## src/rtl/ball_step_sched.sv

```systemverilog
// Ball step scheduler: emits step_tick at a level-dependent period and runs the serve/rally/point flow.
// Optional build macro BALL_STEP_KEEP_LEVEL_EN: when defined, the speed level survives a point and only rst clears it.
module ball_step_sched #(
    parameter int BASE_PERIOD    = 50000000,
    parameter int STEP_DEC       = 5000000,
    parameter int NUM_LEVELS     = 8,
    parameter int HITS_PER_LEVEL = 3,
    parameter int SERVE_STEPS    = 2,
    parameter int CNT_W          = 27
) (
    input  logic       clk_in,
    input  logic       rst,
    input  logic       start,
    input  logic       hit,
    input  logic       miss,
    input  logic       pause,
    output logic       step_tick,
    output logic [2:0] level,
    output logic [1:0] state,
    output logic [7:0] rally_cnt
);

    typedef enum logic [1:0] {
        ST_IDLE  = 2'd0,
        ST_SERVE = 2'd1,
        ST_RALLY = 2'd2,
        ST_POINT = 2'd3
    } state_t;

    localparam logic [2:0]       LEVEL_MAX  = 3'(NUM_LEVELS - 1);
    localparam logic [7:0]       HITS_TGT   = 8'(HITS_PER_LEVEL);
    localparam logic [7:0]       SERVE_LAST = 8'(SERVE_STEPS - 1);
    localparam logic [CNT_W-1:0] CNT_ONE    = CNT_W'(1);

    function automatic logic [CNT_W-1:0] period_of(input logic [2:0] lvl);
        period_of = CNT_W'(BASE_PERIOD) - (CNT_W'(lvl) * CNT_W'(STEP_DEC));
    endfunction

    state_t           state_q, state_d;
    logic [CNT_W-1:0] cnt_q, cnt_d;
    logic [CNT_W-1:0] period_q, period_d;
    logic [2:0]       level_q, level_d;
    logic [7:0]       hits_q, hits_d;
    logic [7:0]       rally_q, rally_d;
    logic [7:0]       serve_q, serve_d;
    logic             step_tick_q, step_tick_d;
    logic             wrap_s;

    assign wrap_s = (cnt_q == (period_q - CNT_ONE));

    // Next-state logic: sequencing, period counter, hit/level bookkeeping.
    always_comb begin
        state_d     = state_q;
        cnt_d       = cnt_q;
        period_d    = period_q;
        level_d     = level_q;
        hits_d      = hits_q;
        rally_d     = rally_q;
        serve_d     = serve_q;
        step_tick_d = 1'b0;

        if (pause) begin
            // Everything freezes; the held count resumes on release.
            step_tick_d = 1'b0;
        end else begin
            case (state_q)
                ST_IDLE: begin
                    cnt_d   = '0;
                    serve_d = 8'd0;
                    if (start) begin
                        state_d  = ST_SERVE;
                        period_d = period_of(level_q);
                    end else begin
                        state_d = ST_IDLE;
                    end
                end
                ST_SERVE: begin
                    if (miss) begin
                        state_d = ST_POINT;
                        cnt_d   = '0;
                    end else if (wrap_s) begin
                        cnt_d = '0;
                        if (serve_q == SERVE_LAST) begin
                            state_d  = ST_RALLY;
                            serve_d  = 8'd0;
                            period_d = period_of(level_q);
                        end else begin
                            serve_d = serve_q + 8'd1;
                        end
                    end else begin
                        cnt_d = cnt_q + CNT_ONE;
                    end
                end
                ST_RALLY: begin
                    if (miss) begin
                        // miss wins over a simultaneous hit
                        state_d = ST_POINT;
                        cnt_d   = '0;
                    end else begin
                        if (hit) begin
                            rally_d = (rally_q == 8'd255) ? rally_q : rally_q + 8'd1;
                            if ((hits_q + 8'd1) == HITS_TGT) begin
                                hits_d  = 8'd0;
                                level_d = (level_q == LEVEL_MAX) ? level_q : level_q + 3'd1;
                            end else begin
                                hits_d = hits_q + 8'd1;
                            end
                        end else begin
                            hits_d = hits_q;
                        end
                        if (wrap_s) begin
                            // New period only takes effect at a step boundary.
                            cnt_d       = '0;
                            period_d    = period_of(level_d);
                            step_tick_d = 1'b1;
                        end else begin
                            cnt_d = cnt_q + CNT_ONE;
                        end
                    end
                end
                ST_POINT: begin
                    state_d = ST_IDLE;
                    cnt_d   = '0;
                    rally_d = 8'd0;
                    hits_d  = 8'd0;
`ifdef BALL_STEP_KEEP_LEVEL_EN
                    level_d = level_q;
`else
                    level_d = 3'd0;
`endif
                end
                default: begin
                    state_d = ST_IDLE;
                    cnt_d   = '0;
                end
            endcase
        end
    end

    // State and datapath registers.
    always_ff @(posedge clk_in or posedge rst) begin
        if (rst) begin
            state_q     <= ST_IDLE;
            cnt_q       <= '0;
            period_q    <= '0;
            level_q     <= 3'd0;
            hits_q      <= 8'd0;
            rally_q     <= 8'd0;
            serve_q     <= 8'd0;
            step_tick_q <= 1'b0;
        end else begin
            state_q     <= state_d;
            cnt_q       <= cnt_d;
            period_q    <= period_d;
            level_q     <= level_d;
            hits_q      <= hits_d;
            rally_q     <= rally_d;
            serve_q     <= serve_d;
            step_tick_q <= step_tick_d;
        end
    end

    assign step_tick = step_tick_q;
    assign level     = level_q;
    assign state     = state_q;
    assign rally_cnt = rally_q;

endmodule

```

## config.mk

```make
export PLATFORM = sky130hd
export DESIGN_NAME = ball_step_sched
export DESIGN_NICKNAME = d
export VERILOG_FILES = /design/src/rtl/ball_step_sched.sv
export SDC_FILE = /design/constraint.sdc
export NUM_CORES = 1
export LEC_CHECK = 0
export CORE_MARGIN = 10
export CORE_UTILIZATION = 30
export CTS_CLUSTER_DIAMETER = 120
export CTS_CLUSTER_SIZE = 40
export DETAILED_ROUTE_END_ITERATION = 12
export PLACE_DENSITY = 0.48
export SLEW_MARGIN = 0
export SYNTH_ARGS = -nofsm -noshare
export SYNTH_HDL_FRONTEND = slang
export SYNTH_SLANG_ARGS = --single-unit
```

## constraint.sdc

```tcl
create_clock -name clk_in -period 11.9 [get_ports clk_in]
set_clock_uncertainty 0.15 [all_clocks]
set_input_delay 1.19 -clock clk_in [delete_from_list [all_inputs] [get_ports clk_in]]
set_output_delay 1.19 -clock clk_in [all_outputs]
set_load 0.01 [all_outputs]
```

==> results of run 1 <==
## flip-flops by register name (all words and copies together), names as in the netlist
register / cells
state: 2
level: 3
cnt_q: 27
rally_cnt: 8
period_q: 21
serve_q: 8
hits_q: 8
step_tick: 1
## Yosys cell counts (all sizes together) (4+ instances only)
| master | count |
|---|---|
| o21ai | 98 |
| nand2 | 82 |
| dfrtp | 78 |
| nor2 | 73 |
| nand3 | 33 |
| xnor2 | 31 |
| inv | 30 |
| ha | 29 |
| clkbuf | 26 |
| a21oi | 25 |
| nor3 | 24 |
| xor2 | 23 |
| nor2b | 20 |
| and3 | 18 |
| nand2b | 18 |
| o31ai | 16 |
| buf | 15 |
| nand4 | 14 |
| a21o | 12 |
| a31oi | 12 |
| mux2i | 12 |
| or3 | 12 |
| nor4 | 9 |
| and2 | 7 |
| o41ai | 6 |
| or4 | 6 |
| a2111oi | 5 |
| nand3b | 5 |
| o211ai | 5 |
| o21a | 5 |
| or2 | 5 |
| a22oi | 4 |
| mux2 | 4 |
## worst max-delay path, cell delays in order
cell             delay, ns
clkdlybuf4s50_1       0.53
inv_1                 0.09
nor3_1                0.52
and2_1                0.37
a21oi_1               0.23
inv_1                 0.20
ha_1                  0.31
ha_1                  0.37
a21oi_1               0.16
nand2_1               0.20
xnor2_1               0.19
a21oi_1               0.16
o22ai_1               0.15
or2_1                 0.28
or3_1                 0.38
o311ai_1              0.47
a21boi_0              0.17
o31ai_1               0.24
## worst paths after layout
path                       cells after the start          from            to
max in group asynchronous                      3           rst  period_q[14]
hold / removal                                 2  period_q[26]  period_q[26]
setup reg to reg                              19     hits_q[0]  period_q[26]
hold reg to reg                                2  period_q[26]  period_q[26]
setup / recovery                              18           hit  period_q[26]
min in group asynchronous                      2           rst    serve_q[0]
## logic make-up (layout without fill, tap and decap cells)
| group | after synthesis | after routing |
|---|---|---|
| flip-flops | 78 | 78 |
| XOR/XNOR | 54 | 54 |
| buffers and inverters | 72 | 72 |
| adder cells (fa/ha/maj) | 31 | 31 |
| AO/OA/AOI/OAI | 223 | 223 |
| multiplexers | 16 | 16 |
| AND/OR/NAND/NOR | 336 | 336 |
## layout by cell type (no fill, tap or decap), types with 4 or more instances in the layout
cell	instances
or4_1	5
nand2b_1	18
o31ai_1	16
clkdlybuf4s50_1	19
ha_1	29
xnor2_1	31
and3_1	18
xor2_1	23
a21oi_1	24
or2_2	4
clkinv_2	4
a31oi_1	11
clkbuf_16	9
nor4_1	9
o21ai_0	60
a22oi_1	4
nor2b_1	20
or3_1	11
nand3_1	32
nand3b_1	5
nor2_1	73
and2_1	7
inv_1	27
dfrtp_1	78
nand4_1	13
o21ai_1	38
a21o_1	12
buf_4	7
nor3_1	23
nand2_1	82
o211ai_1	5
o21a_1	5
mux2i_1	12
## per-stage QoR
| stage | power, mW | area, um^2 | hold WS [ns] |
|---|---|---|---|
| detailed placement | 1.027 | 6892 | 0.3476 |
| finish | 1.298 | 7179 | 0.3563 |
| global placement | 1.031 | 6892 | 0.3480 |
| global route | 1.416 | 7179 | 0.3998 |
| CTS | 1.317 | 7179 | 0.3619 |
| floorplan | 0.8761 | 6502 | 0.3184 |
## layer usage
metal | routed length (um) | global-route usage, % | vias up
met5 | 0 | 0 | -
met4 | 161 | 2.650 | 0
met3 | 440 | 2.364 | 11
met2 | 7353 | 17.86 | 62
met1 | 8446 | 16.03 | 2679
li1 | - | - | 2923
## power groups by stage
stage / combinational, mW / sequential (mW) / clock [mW]
floorplan: 0.498 / 0.379 / 0
global placement: 0.624 / 0.406 / 0
detailed placement: 0.620 / 0.407 / 0
CTS: 0.624 / 0.402 / 0.291
global route: 0.700 / 0.415 / 0.301
finish: 0.616 / 0.402 / 0.280
## final cells by class
cell class / count / area, um^2 / area share [%]
Inverter: 31 / 117.6 / 1.638
Clock inverter: 6 / 62.56 / 0.8714
Tap cell: 275 / 344.1 / 4.793
Multi-Input combinational cell: 660 / 4235 / 58.99
Sequential cell: 78 / 1952 / 27.19
Clock buffer: 9 / 225.2 / 3.137
Timing Repair Buffer: 26 / 242.7 / 3.381
==> results by group, run 1 <==
Outcome
  – Status: finished clean

Synth
  – Synth Instances: 810
  – Simple-Gate Fraction of Synth Area: 26.34%
  – Cell accounting for the most synthesized area: dfrtp_1
  – Post-synthesis xor/xnor area fraction: 7.273%
  – Syn Std Cell Area: 6502 um^2
  – Top_reg_cell synth: dfrtp_1
  – Synth Area in Compound Gates: 22.78%
  – Mean Syn Cell Area: 8.028 um^2
  – FFs w/ async S/R, synth: 100.0%
  – Area fraction of the dominant cell type after synthesis: 30.02%
  – Number of synthesis warnings: 0
  – Post-synth EDFFs: 0
  – Seq/Total Area, Yosys: between 30% and 40%
  – Adder-cell share of the synthesized area: 6.196%
  – Synth unique cells: 82
  – Seq cells post-synth: 78
  – Multiplexer share of the synthesized area: 2.540%
  – Largest family of logic cells by synthesized area: simple AND/OR/NAND/NOR gates
  – Syn_nets: approximately 850
  – Top cells by area, synth: dfrtp_1 (30%), ha_1 (5.6%), nand2_1 (4.7%), o21ai_0 (4.6%), nor2_1 (4.2%)

Clocking
  – H-tree Lvls: 3
  – Worst skew pair latency: 0.34 ns
  – CTS tree: built
  – Worst-path clk slew: 0.06 ns
  – Hold Buf Count CTS: 0
  – Clock Tree Buf Depth: 2
  – Clock sink count: ~80
  – Num CTS Buffers: 9
  – Setup Buffers After CTS: 0
  – Post-cts sizing count: 0
  – Root buf cell: clkbuf_16

Timing
  – Max-slew violation count: 0
  – Min cycle time layout: 6.130 ns
  – FMAX: ~160 MHz
  – Pin slew with the least headroom to its limit: 0.9115 ns
  – Fin Setup TNS: 0 ns
  – RSZ-0062 raised after global routing: false
  – Hold Vio Cnt, Final: 0
  – Setup WS post-layout: 5.770 ns
  – Slew HR: between 30% and 40%
  – Fin crit share: about 52%
  – Setup violators final: 0

Power
  – Switching fraction of total power: 44.11%
  – Pwr per Cell Area: 180.7 nW/um^2
  – Internal: 725.3 uW
  – P_leak: 2.930 nW
  – Worst IR Drop VDD: approximately 74 uV
  – Logic pwr share: 47.5%
  – Flop pwr share: 31.0%
  – NetSw: 572.3 uW
  – Clock Power Share: a little over a fifth

Die
  – Boundary Pins: 20
  – Std cell rows: 53
  – Core area: around 21000 um^2
  – Chip width: 167.2 um
  – Die ar.: 27960 um^2
  – Die H: 167.2 um
  – Initial core utilization: 30.74%

Critical path
  – Reg-to-reg slack, setup: about 6 ns
  – Worst-path fanout max: 7
  – Worst setup SP type: input port
  – Worst EP arrival: 6.22 ns
  – CP Class: input port to flop
  – CP endpoint kind: flop
  – Critical path data required time: 11.99 ns

Global route
  – Initial antenna violation count: 0
  – Largest net degree at the start of global routing: roughly 60
  – First-pass GRT wire length: 27460 um
  – Gr ovfl total: 0
  – Vias in the first global route: 5165
  – GRT Util Overall: between 10% and 20%

Placed design
  – Gp weighted congestion: 0.8325
  – Dpl ws: 5.498 ns
  – Dpl cells: 1070
  – HPWL Detailed: 11950 um
  – Port Buffer Count: 19

Final layout
  – Final nets: around 840
  – Area grow syn2layout: 10.41%
  – Final core utilization: 33.94%
  – Non-filler cells, final: 1085
  – Fillers: approximately 2200
  – Layout cells sized above 1: under 10%
  – Number of diodes: 0

Route
  – Vias per cell: 5.230
  – Drt total wl: 16400 um
  – Residual DRC count: 0
  – Vias: 5675
  – WL/cell: 15.12 um
  – Final ANT Viol Nets: 0
  – Drt first-iter violations: 369
  – First-pass detailed-route iteration total: 5

Job
  – Maxcap violations: 0

Worst hold path
  – Worst hold-check path type: flop to flop
No activity file was read; power rests on OpenSTA's default activity.
==> run 2, diff against run 1 <==
==> constraint.sdc (replaced) <==
create_clock -name clk_in -period 6.25 [get_ports clk_in]
set_clock_uncertainty 0.15 [all_clocks]
set_input_delay 0.625 -clock clk_in [delete_from_list [all_inputs] [get_ports clk_in]]
set_output_delay 0.625 -clock clk_in [all_outputs]
set_load 0.01 [all_outputs]
==> run 2 against run 1 <==
Non-clock buffer count up 2. Worst hold slack better by 0.0073 ns. Sequential share of layout area about the same. Wire length up 1.1%. Critical endpoint is now period_q[23]. Critical path depth up 3. Sequential cell count unchanged. Core utilization about the same. Largest power group unchanged. Clock power up 75%.
==> results by group, run 2 (same netlist as run 1, synthesis figures left out) <==
Critical path
  – Reg-to-reg startpoint: hits_q[3]
  – Worst EP arrival: 5.74 ns
  – Critical R2R Capture: period_q[23]
  – Worst setup SP type: flop
  – CP Class: flop to flop
  – Reg-to-reg slack, setup: between 0.5 and 0.6 ns
  – CP endpoint kind: flop
  – Worst-path fanout max: 12
  – Critical path data required time: 6.31 ns
  – Worst R2R Path Depth: 21

Final layout
  – Final nets: around 850
  – Layout cells sized above 1: 6.642%
  – Most frequent cells in the layout: nand2_1 (82), dfrtp_1 (78), nor2_1 (73)
  – Commonest non-fill, non-tap cell in the layout: nand2_1
  – Final core utilization: 33.92%
  – Area grow syn2layout: 10.35%
  – Biggest register: cnt_q
  – Regs by FF count: cnt_q: 27 flops, period_q: 21 flops
  – Number of diodes: 0
  – Max reg flops: 27

Power
  – Switching fraction of total power: 44.82%
  – Internal: 1.351 mW
  – Clock Power Share: 20.1%
  – P_leak: between 2 and 3 nW
  – Logic pwr share: between 40 and 50%
  – Flop pwr share: 30.9%
  – Total power: 2.448 mW
  – NetSw: 1.097 mW
  – Pwr per Cell Area: approximately 340 nW/um^2
  – Worst IR Drop VDD: 148.2 uV

Clocking
  – CTS tree: built
  – Clock sink count: between 70 and 80
  – Worst skew pair latency: between 0.3 and 0.4 ns
  – Worst-path clk slew: 0.07 ns
  – Setup Buffers After CTS: 0
  – Root buf cell: clkbuf_16
  – H-tree Lvls: 3
  – Hold Buf Count CTS: 0
  – Clock Tree Buf Depth: 2
  – Num CTS Buffers: 9

Global route
  – GRT Util Overall: a little under an eighth
  – Met3 usage: 2.364%
  – Vias in the first global route: ~5400
  – M1 GR Usage: 15.89%
  – Largest net degree at the start of global routing: 79
  – First-pass GRT wire length: 28170 um
  – Grt met2 use: about a fifth
  – GRT busiest layer: met2
  – Initial antenna violation count: 0
  – Gr ovfl total: 0

Placed design
  – HPWL Detailed: 12140 um
  – Gp weighted congestion: just over 0.8
  – Port Buffer Count: 19
  – Dpl ws: around 0.47 ns

Route
  – Vias: 5736
  – Drt first-iter violations: 326
  – WL/cell: 15.24 um
  – Residual DRC count: 0
  – First-pass detailed-route iteration total: 5
  – Drt total wl: around 17000 um
  – Final ANT Viol Nets: 0
  – Vias per cell: approximately 5.3

Job
  – Maxcap violations: 0

Die
  – Initial core utilization: a little under a third
  – Boundary Pins: 20
  – Std cell rows: between 50 and 60
  – Die H: 167.2 um
  – Chip width: 167.2 um
  – Die ar.: 27960 um^2
  – Core area: 21150 um^2

Worst hold path
  – Worst hold-check path type: flop to flop
  – WHS Path Cells: 1
  – Hold EP: cnt_q[3]
  – Hold Crit Start: cnt_q[3]

Outcome
  – Status: finished clean

Timing
  – Setup violators final: 0
  – Fin crit share: ~90%
  – Max-slew violation count: 0
  – Pin slew with the least headroom to its limit: 1.039 ns
  – RSZ-0062 raised after global routing: false
  – Hold Vio Cnt, Final: 0
  – Min cycle time layout: 5.677 ns
  – Slew HR: 30.75%
  – Fin Setup TNS: 0 ns
  – Setup WS post-layout: 0.5732 ns
  – FMAX: 176.2 MHz
run 2: timing repair:
action	4_1_cts	5_1_grt
endpoints found under the hold margin	0	0
endpoints found under the setup margin	0	1
resized for setup	0	1
run 2: critical path: stages, from the launching register on:
cell and delay [ns]:
dfrtp_1 0.48, nand3_1 0.25, or3_1 0.42, o2111a_1 0.27
and2_1 0.29, a21oi_2 0.35, inv_2 0.18, ha_1 0.34
ha_1 0.17, inv_1 0.06, fa_1 0.40, inv_1 0.07
a21oi_1 0.10, nor2b_1 0.16, nand4_1 0.11, nand3b_1 0.17
a2111oi_2 0.07, a311oi_2 0.59, nor2_1 0.16, a31oi_2 0.39
mux2i_1 0.23, o311ai_1 0.11
run 2: how the worst max path moves through the flow:
stage,start,to,slack (ns),cells after the start
2_1_floorplan,hits_q[0],period_q[20],1.23,20
3_3_place_gp,hit,period_q[23],0.56,21
4_1_cts,hits_q[3],period_q[26],0.54,18
3_5_place_dp,hit,period_q[23],0.47,21
6_report,hits_q[3],period_q[23],0.57,21
5_1_grt,hits_q[0],period_q[26],0.07,19
run 2: cell type report:
type | instances | area, um^2
fill | 2239 | 13980
multi-input combinational | 660 | 4239
sequential | 78 | 1952
tap | 275 | 344.1
timing repair buffer | 28 | 257.7
clock buffer | 10 | 229.0
inverter | 31 | 117.6
clock inverter | 6 | 36.28
run 2: metrics by stage:
| step | area, um^2 | hold WS, ns | std cells |
|---|---|---|---|
| 2_1_floorplan | 6502 | 0.3184 | 810 |
| 3_3_place_gp | 6907 | 0.3569 | 1072 |
| 3_5_place_dp | 6907 | 0.3623 | 1072 |
| 4_1_cts | 7172 | 0.3718 | 1088 |
| 5_1_grt | 7176 | 0.3918 | 1088 |
| 6_report | 7176 | 0.3636 | 1088 |
run 2: per-layer routing:
metal	wire length (um)	part of all wire, %	vias up
met5	0	0	-
met4	121	0.73	0
met3	480	2.9	8
met2	7766	47	71
met1	8215	50	2719
li1	-	-	2938
run 2: power groups by stage:
| stage | registers, mW | logic [mW] | clock network (mW) |
|---|---|---|---|
| after floorplan | 0.721 | 0.947 | 0 |
| after global placement | 0.764 | 1.22 | 0 |
| after detailed placement | 0.764 | 1.21 | 0 |
| after CTS | 0.756 | 1.21 | 0.514 |
| after global routing | 0.778 | 1.37 | 0.533 |
| final | 0.756 | 1.20 | 0.491 |
==> run 3, diff against run 2 <==
--- a/config.mk
+++ b/config.mk
@@ -11,7 +11,7 @@
 export CTS_CLUSTER_SIZE = 40
 export DETAILED_ROUTE_END_ITERATION = 12
 export PLACE_DENSITY = 0.48
-export SLEW_MARGIN = 0
+export SLEW_MARGIN = 20
 export SYNTH_ARGS = -nofsm -noshare
 export SYNTH_HDL_FRONTEND = slang
 export SYNTH_SLANG_ARGS = --single-unit
==> run 3 against run 2 <==
Register-to-register slack is essentially flat. Via count about the same. Sequential cell count stayed put. Final area about the same. Cell count unchanged. Global-route usage did not move. Clock-buffer cell count did not move. Fmax about the same. Largest cell class unchanged.
==> results by group, run 3 (same netlist as run 1, synthesis figures left out) <==
Outcome
  – Status: finished clean

Final layout
  – Commonest non-fill, non-tap cell in the layout: nand2_1
  – Max reg flops: 27
  – Regs by FF count: cnt_q: 27 flops, period_q: 21 flops
  – Biggest register: cnt_q
  – Non-filler cells, final: between 1000 and 1500
  – Fillers: 2241
  – Final nets: 845
  – Layout cells sized above 1: 6.642%
  – Number of diodes: 0
  – Final core utilization: 33.94%
  – Area grow syn2layout: 10.41%
  – Most frequent cells in the layout: nand2_1 (82), dfrtp_1 (78), nor2_1 (73)

Timing
  – Min cycle time layout: about 5.7 ns
  – Pin slew with the least headroom to its limit: about 0.90 ns
  – Final hold slack: 0.3636 ns
  – Slew HR: 39.54%
  – Fin crit share: between 90% and 100%
  – Max-slew violation count: 0
  – Hold Vio Cnt, Final: 0
  – Setup violators final: 0
  – FMAX: 176.1 MHz
  – RSZ-0062 raised after global routing: false
  – Fin Setup TNS: 0 ns

Power
  – Worst IR Drop VDD: 148.3 uV
  – Pwr per Cell Area: 341.1 nW/um^2
  – P_leak: 2.929 nW

Clocking
  – Worst skew pair latency: 0.35 ns
  – Root buf cell: clkbuf_16
  – CTS tree: built
  – Num CTS Buffers: 9
  – Setup Buffers After CTS: 0
  – Clock sink count: between 70 and 80
  – Hold Buf Count CTS: 0
  – H-tree Lvls: 3
  – Worst-path clk slew: 0.07 ns
  – Clock Tree Buf Depth: 2

Critical path
  – Worst R2R Path Depth: 21
  – Reg-to-reg slack, setup: 0.57 ns
  – Worst-path cell chain: nand3_1 -> or3_1 -> o2111a_1 -> and2_1 -> a21oi_2 -> inv_2 -> ha_1 -> ha_1 -> inv_1 -> fa_1 -> inv_1 -> a21oi_1 -> nor2b_1 -> nand4_1 -> nand3b_1 -> a2111oi_2 -> a311oi_2 -> nor2_1 -> a31oi_2 -> mux2i_1 -> o311ai_1
  – CP Depth: 21
  – Worst-path fanout max: 12
  – Max stage delay on crit path: 0.59 ns
  – Critical path data required time: 6.31 ns
  – Worst setup SP type: flop
  – Worst EP arrival: 5.74 ns
  – CP endpoint kind: flop
  – CP delay by family, top: compound AO/OA/AOI/OAI gates
  – Crit-path slowest cell: a311oi_2
  – CP Class: flop to flop
  – Buf/Inv on CP: 3

Route
  – Vias per cell: 5.271
  – Residual DRC count: 0
  – Drt total wl: 16590 um
  – WL/cell: roughly 15 um
  – Final ANT Viol Nets: 0
  – First-pass detailed-route iteration total: 5
  – Vias: ~5700
  – Drt first-iter violations: 326

Placed design
  – HPWL Detailed: 12140 um
  – Gp weighted congestion: 0.8137
  – Port Buffer Count: 19
  – Dpl cells: around 1100

Die
  – Chip width: about 170 um
  – Die H: ~170 um
  – Core area: 21150 um^2
  – Die ar.: 27960 um^2
  – Initial core utilization: roughly 31%
  – Boundary Pins: 20
  – Std cell rows: 53

Worst hold path
  – Worst hold-check path type: flop to flop
  – WHS Path Cells: 1

Job
  – Maxcap violations: 0

Global route
  – GRT Util Overall: about an eighth
  – First-pass GRT wire length: around 28000 um
  – Vias in the first global route: 5375
  – Gr ovfl total: 0
  – Largest net degree at the start of global routing: 79
  – Initial antenna violation count: 0
## run 3: cell counts in the layout (fill, tap and decap cells not counted)
Identical to the previous run, type by type.
## run 3: worst paths after layout
kind                                end       from
max                        period_q[23]  hits_q[3]
min                            cnt_q[3]   cnt_q[3]
max reg2reg                period_q[23]  hits_q[3]
min reg2reg                    cnt_q[3]   cnt_q[3]
max in group asynchronous  period_q[12]        rst
min in group asynchronous    serve_q[1]        rst
## run 3: stage by stage
stage / total power [mW] / area, um^2 / worst slack (ns)
floorplan: 1.668 / 6502 / 1.230
global placement: 1.979 / 6907 / 0.5583
detailed placement: 1.975 / 6907 / 0.4736
CTS: 2.484 / 7172 / 0.5413
global route: 2.683 / 7179 / 0.07439
finish: 2.449 / 7179 / 0.5724
## run 3: cell type report
cell class	instances	area, um^2	area share [%]
clock inverter	6	36.28	0.5054
tap	275	344.1	4.793
timing repair buffer	28	261.5	3.642
inverter	31	117.6	1.638
clock buffer	10	229.0	3.189
sequential	78	1952	27.19
multi-input combinational	660	4239	59.04
## run 3: power by group
group,total [mW],switching [mW],internal [mW],leakage (nW)
sequential,0.756,0.148,0.607,1.03
clock,0.491,0.224,0.268,0.132
combinational,1.20,0.726,0.476,1.77
## run 3: repair_timing
| item | in CTS | in global routing |
|---|---|---|
| endpoints found under the setup margin | 0 | 1 |
| gates resized for setup | 0 | 1 |
| endpoints found under the hold margin | 0 | 0 |
## run 3: routing by layer
layer,GRT usage [%],part of all wire [%],up-vias
met2,18.95,47,71
met3,2.364,2.9,8
met4,2.687,0.73,0
li1,-,-,2938
met5,0,0,-
met1,15.89,50,2718
